**src/rtl/overture_run_ctrl.sv**
```systemverilog
// overture_run_ctrl: execution sequencer for the Overture 8-bit CPU.
// Gates the CPU run enable for free-run, single-step and run-N commands,
// halts on host request, PC breakpoint or (optionally) a jump-to-self, and
// counts retired instructions (one cpu_run cycle = one instruction).
// Latency: cpu_run responds combinationally to halt_req/bp/reset; state and
// halt_cause/done update on the clock edge after the halt condition.
// Backpressure: cmd_ready is high only while IDLE; a command is taken on
// cmd_valid & cmd_ready.
// Ports: clk/reset (sync, active-high); cmd_valid/cmd_ready/cmd_op/cmd_count
// host command; halt_req, bp_en/bp_addr debug controls; cpu_pc observed PC;
// cpu_run, busy, halt_cause, done, instr_count status outputs.
// Optional: define OVERTURE_RUN_CTRL_LOOP_EN to enable self-loop detection
// (halt_cause 3); without it halt_cause never reads 3.
module overture_run_ctrl #(
  parameter int CNT_W  = 16,
  parameter int ICNT_W = 32
) (
  input  logic              clk,
  input  logic              reset,
  input  logic              cmd_valid,
  output logic              cmd_ready,
  input  logic [1:0]        cmd_op,
  input  logic [CNT_W-1:0]  cmd_count,
  input  logic              halt_req,
  input  logic              bp_en,
  input  logic [7:0]        bp_addr,
  input  logic [7:0]        cpu_pc,
  output logic              cpu_run,
  output logic              busy,
  output logic [1:0]        halt_cause,
  output logic              done,
  output logic [ICNT_W-1:0] instr_count
);

  typedef enum logic [1:0] {ST_IDLE, ST_RUN, ST_COUNT} state_t;

  localparam logic [1:0] OP_RUN   = 2'b00;
  localparam logic [1:0] OP_STEP  = 2'b01;
  localparam logic [1:0] OP_RUN_N = 2'b10;

  localparam logic [1:0] CAUSE_HOST = 2'd0;
  localparam logic [1:0] CAUSE_DONE = 2'd1;
  localparam logic [1:0] CAUSE_BP   = 2'd2;
  localparam logic [1:0] CAUSE_LOOP = 2'd3;

  state_t            state_q, state_d;
  logic [CNT_W-1:0]  remaining_q, remaining_d;
  logic              first_q, first_d;
  logic [1:0]        cause_q, cause_d;
  logic              done_q, done_d;
  logic [ICNT_W-1:0] icnt_q, icnt_d;

  logic busy_w;
  logic bp_hit;
  logic loop_hit;

`ifdef OVERTURE_RUN_CTRL_LOOP_EN
  logic [7:0] pc_q, pc_d;
  logic       ran_last_q, ran_last_d;

  // A PC that did not move after a retired instruction is a jump-to-self.
  assign loop_hit = busy_w & ran_last_q & (cpu_pc == pc_q);

  always_comb begin
    pc_d       = cpu_pc;
    ran_last_d = cpu_run;
  end

  always_ff @(posedge clk) begin
    if (reset) begin
      pc_q       <= 8'd0;
      ran_last_q <= 1'b0;
    end else begin
      pc_q       <= pc_d;
      ran_last_q <= ran_last_d;
    end
  end
`else
  assign loop_hit = 1'b0;
`endif

  assign busy_w = (state_q != ST_IDLE);
  // first_q masks the breakpoint for the first busy cycle so a resume from
  // the breakpoint PC executes that instruction.
  assign bp_hit  = bp_en & (cpu_pc == bp_addr) & ~first_q;
  assign cpu_run = busy_w & ~bp_hit & ~halt_req & ~loop_hit & ~reset;

  always_comb begin
    state_d     = state_q;
    remaining_d = remaining_q;
    first_d     = 1'b0;
    cause_d     = cause_q;
    done_d      = 1'b0;
    icnt_d      = icnt_q + {{(ICNT_W-1){1'b0}}, cpu_run};

    if (!busy_w) begin
      if (cmd_valid) begin
        if (halt_req) begin
          // Command consumed and discarded by a coincident host halt.
          cause_d = CAUSE_HOST;
          done_d  = 1'b1;
        end else begin
          case (cmd_op)
            OP_RUN: begin
              state_d = ST_RUN;
              first_d = 1'b1;
            end
            OP_STEP: begin
              state_d     = ST_COUNT;
              remaining_d = {{(CNT_W-1){1'b0}}, 1'b1};
              first_d     = 1'b1;
            end
            OP_RUN_N: begin
              if (cmd_count == '0) begin
                cause_d = CAUSE_DONE;
                done_d  = 1'b1;
              end else begin
                state_d     = ST_COUNT;
                remaining_d = cmd_count;
                first_d     = 1'b1;
              end
            end
            default: ;  // reserved op: consumed, no effect
          endcase
        end
      end
    end else begin
      if (halt_req) begin
        state_d = ST_IDLE;
        cause_d = CAUSE_HOST;
        done_d  = 1'b1;
      end else if (bp_hit) begin
        state_d = ST_IDLE;
        cause_d = CAUSE_BP;
        done_d  = 1'b1;
      end else if (loop_hit) begin
        state_d = ST_IDLE;
        cause_d = CAUSE_LOOP;
        done_d  = 1'b1;
      end else if ((state_q == ST_COUNT) && cpu_run) begin
        remaining_d = remaining_q - {{(CNT_W-1){1'b0}}, 1'b1};
        if (remaining_q == {{(CNT_W-1){1'b0}}, 1'b1}) begin
          state_d = ST_IDLE;
          cause_d = CAUSE_DONE;
          done_d  = 1'b1;
        end
      end
    end
  end

  always_ff @(posedge clk) begin
    if (reset) begin
      state_q     <= ST_IDLE;
      remaining_q <= '0;
      first_q     <= 1'b0;
      cause_q     <= CAUSE_HOST;
      done_q      <= 1'b0;
      icnt_q      <= '0;
    end else begin
      state_q     <= state_d;
      remaining_q <= remaining_d;
      first_q     <= first_d;
      cause_q     <= cause_d;
      done_q      <= done_d;
      icnt_q      <= icnt_d;
    end
  end

  assign cmd_ready   = ~busy_w;
  assign busy        = busy_w;
  assign halt_cause  = cause_q;
  assign done        = done_q;
  assign instr_count = icnt_q;

endmodule

```
**config.mk**
```make
export PLATFORM = sky130hd
export DESIGN_NAME = overture_run_ctrl
export DESIGN_NICKNAME = d
export VERILOG_FILES = /design/src/rtl/overture_run_ctrl.sv
export SDC_FILE = /design/constraint.sdc
export NUM_CORES = 1
export LEC_CHECK = 0
export CAP_MARGIN = 5
export CORE_ASPECT_RATIO = 1.75
export CORE_MARGIN = 2
export CORE_UTILIZATION = 35
export CTS_CLUSTER_DIAMETER = 40
export DETAILED_ROUTE_END_ITERATION = 12
export GPL_TIMING_DRIVEN = 1
export HOLD_SLACK_MARGIN = 0.02
export PLACE_DENSITY = 0.59
export SETUP_SLACK_MARGIN = 0.4
export SYNTH_ARGS = -nofsm -noshare
export SYNTH_HDL_FRONTEND = slang
export SYNTH_SLANG_ARGS = --single-unit
```
**constraint.sdc**
```tcl
create_clock -name clk -period 6.2 [get_ports clk]
set_input_delay 0.62 -clock clk [delete_from_list [all_inputs] [get_ports clk]]
set_output_delay 0.62 -clock clk [all_outputs]
set_load 0.005 [all_outputs]
```
==> metrics.md <==
| Metric | Value |
|---|---|
| Fin nets | `482` |
| Worst-Skew Late Latency | `290 ps` |
| Number of diodes | `0` |
| Critical path, cell by cell | `or2_1, inv_1, nor3_1, nor2b_1, ha_1, nand3_1, or4_1, or3_1, a21oi_1` |
| Register clock-pin slew on the reported worst setup and hold paths | `70 ps` |
| Area grow syn2layout | `33.6%` |
| Final wirelength | `7.97 mm` |
| Routed WL per cell | `15.2 µm` |
| # fillers | `793` |
| Critical path buffers and inverters | `1` |
| Period minus WS final | `3770 ps` |
| Final Hold Vio Count | `0` |
| Top FF cell, synth | `dfxtp_1` |
| Post-DR vias/cell | `5.42` |
| CTS tree | `built` |
| Critical path arrival | `3980 ps` |
| Reg2Reg Setup Slack | `2430 ps` |
| Layout cells sized above 1 | `4.13%` |
| Maximum clock insertion buffer count | `2` |
| Area contributors post-synth | `dfxtp_1 37%, nor2_1 7.5%, xnor2_1 7.3%` |
| Post-synth top area share | `37.3%` |
| Clk sinks | `54` |
| CTS buffer count | `5` |
| Initial Util | `36.4%` |
| Placer Congestion | `0.908` |
| Drt pass-1 iters | `4` |
| Reg-to-Reg End | `instr_count[29]$_SDFF_PP0_` |
| Mapped cell area | `0.00290 mm²` |
| Leakage | `1.32 nW` |
| CP Data Required Time | `6410 ps` |
| Power per cell area | `196 mW/mm²` |
| Post-synthesis cell type with the largest combined area | `dfxtp_1` |
| Library cells used by synthesis | `45` |
| Vias in the first global route | `2781` |
| Origin of the critical flop-to-flop path | `state_q[1]$_SDFFE_PP0P_` |
| Port Buffers | `76` |
| Tcrit/Tclk final | `60.8%` |
| Worst Hold End | `halt_cause[0]$_SDFFE_PP0P_` |
| Storage cell area | `0.00108 mm²` |
| Site Rows | `43` |
| Run status | `completed` |
| RSZ-0062 raised after global routing | `false` |
| Die extent in x | `72.8 µm` |
| Setup ws final | `2430 ps` |
| # setup viols final | `0` |
| Hold Crit Class | `flip-flop to flip-flop` |
| Placed inst area | `0.00372 mm²` |
| Largest net degree at the start of global routing | `58` |
| Setup bufs post-CTS | `0` |
| Gr ovfl total | `0` |
| Post-layout util | `48.6%` |
| Gate Count Post-Synth | `366` |
| Post-CTS Resized | `0` |
| Top delay family on crit path | `simple AND/OR/NAND/NOR gates` |
| Residual DRC | `0` |
| Crit. End Element | `flip-flop` |
| Routed vias | `2851` |
| Setup Skew | `7.11 ps` |
| Critical path's slowest cell | `or4_1` |
| Async set-reset flop share out of synthesis | `0%` |
| Clk network pwr share | `37.7%` |
| I/O pin count | `77` |
| Flop pwr share | `46.9%` |
| Sequential area share after synthesis | `37.3%` |
| Max-slew violations | `0` |
| Sum Neg Setup Slack | `0 ps` |
| Worst r2r path cells | `9` |
| Hold Startpoint | `halt_cause[0]$_SDFFE_PP0P_` |
| Int Pwr | `0.000566 W` |
| Max Fclk | `265 MHz` |
| Worst VDD drop | `0.0979 mV` |
| Initial antenna violation count | `0` |
| Power share of the combinational group | `15.4%` |
| Most frequent cells in the layout | `75 x clkdlybuf4s50_1, 58 x nor2_1, 54 x dfxtp_1, 29 x nand2_1` |
| Slew headroom | `43.3%` |
| Final instance area | `0.00387 mm²` |
| Synthesized flop and latch total | `54` |
| Setup WS pre-CTS | `2490 ps` |
| Worst-Margin Slew | `849 ps` |
| Number of synthesized flops with an enable pin | `0` |
| Crit-path max cell delay | `700 ps` |
| Net Sw Power | `0.000193 W` |
| CP Launch Type | `flip-flop` |
| Initial DRC Count | `169` |
| Post-route ant nets | `0` |
| Syn_nets | `413` |
| Root buffer cell | `clkbuf_16` |
| Area of the multi-input gates | `0.00169 mm²` |
| Syn. warnings | `0` |
| GRT Resource Usage Total | `17.8%` |
| First-pass GRT wire length | `13.0 mm` |
| Hold slack | `457 ps` |
| Avg Synthesized Cell Area | `7.92 µm²` |
| Kind of critical path | `flip-flop to flip-flop` |
| Hpwl dp | `5.92 mm` |
| Die Span Y | `124 µm` |
| CTS H-tree depth | `2` |
| Maxcap violations | `0` |
| CTS Hold Buffers Added | `0` |
| Placeable Area | `0.00796 mm²` |
| Crit-path max FO | `29` |
| Die ar. | `0.00905 mm²` |
| Sw Share | `25.4%` |
| Hold Path Depth | `2` |
| Most common library cell in the layout ignoring fill and taps | `clkdlybuf4s50_1` |
==> worst max path at each step <==
stage                                  from                          to  slack [ps]  cells past startpoint
floorplan           state_q[1]$_SDFFE_PP0P_  instr_count[29]$_SDFF_PP0_        3040                     13
global placement    state_q[1]$_SDFFE_PP0P_  instr_count[31]$_SDFF_PP0_        2620                     10
global route        state_q[1]$_SDFFE_PP0P_  instr_count[29]$_SDFF_PP0_        2020                      9
finish              state_q[1]$_SDFFE_PP0P_  instr_count[29]$_SDFF_PP0_        2430                      9
CTS                 state_q[1]$_SDFFE_PP0P_  instr_count[29]$_SDFF_PP0_        2450                      9
detailed placement  state_q[1]$_SDFFE_PP0P_  instr_count[31]$_SDFF_PP0_        2490                     10
==> routing by layer <==
layer | up-vias | track usage (%) | share of wire (%)
met4 | 0 | 7.95 | 2.7
li1 | 1414 | - | -
met3 | 17 | 3.40 | 4.2
met2 | 83 | 32.5 | 55
met1 | 1337 | 18.9 | 38
met5 | - | 0 | 0
==> cell families (layout without fill, tap and decap cells) <==
logic type / count (synthesis) / count (layout) / share of synthesized area [%]
adder cells (fa/ha/maj): 8 / 8 / 3.45
AND/OR/NAND/NOR: 163 / 163 / 28.7
XOR/XNOR: 34 / 34 / 10.3
AO/OA/AOI/OAI: 72 / 72 / 15.5
buffers and inverters: 34 / 104 / 4.40
multiplexers: 1 / 1 / 0.345
flip-flops: 54 / 54 / 37.3
==> power groups by stage <==
stage / Clock, W / Sequential (W) / Combinational, W
final: 0.000286 / 0.000356 / 0.000117
after global routing: 0.000309 / 0.000357 / 0.000127
after CTS: 0.000299 / 0.000356 / 0.000117
after detailed placement: 0 / 0.000364 / 0.000116
after global placement: 0 / 0.000364 / 0.000116
after floorplan: 0 / 0.000363 / 0.0000651
==> Yosys cell counts, types with 2 or more instances <==
library cell	n
a31oi_1	4
inv_1	17
and4_1	3
o21ai_0	17
a211oi_1	4
xnor2_1	24
buf_1	3
a21oi_1	24
o31ai_1	3
nand2_1	29
a21o_1	2
nand3_1	16
nor2_1	58
nor2b_1	6
ha_1	8
and3_1	5
nor3_1	10
a22o_1	2
a311oi_1	2
o21ai_1	2
dfxtp_1	54
or2_1	3
and2_1	2
nand4_1	8
clkbuf_1	14
a32o_1	5
or3_4	2
nor4_1	9
nor4_2	2
xor2_1	10
or3_1	4
==> worst min-delay path, delay by kind of cell, from the launching register on <==
family / cells / cell delay [ps]
buffers and inverters: 1 / 50
AOI/OAI and AO/OA: 1 / 50
DFF: 1 / 310
==> per-stage QoR <==
stage,cells,total power (W)
2_1_floorplan,366,0.000429
5_1_grt,526,0.000792
4_1_cts,526,0.000772
3_5_place_dp,518,0.000481
3_3_place_gp,518,0.000480
6_report,526,0.000759
==> state kept, by name, indices dropped and copies added (netlist names) <==
register,flops
done,1
halt_cause,2
instr_count,32
first_q,1
remaining_q,16
state_q,2
==> layout make-up <==
type	count	share of cell area [%]
repair buffers	79	20.1
multi-input cells	278	43.6
flip-flops and latches	54	27.9
clock inverters	1	0.129
clock buffers	7	3.68
inverters	17	1.65
well taps	90	2.91
No activity file was read; power rests on OpenSTA's default activity.
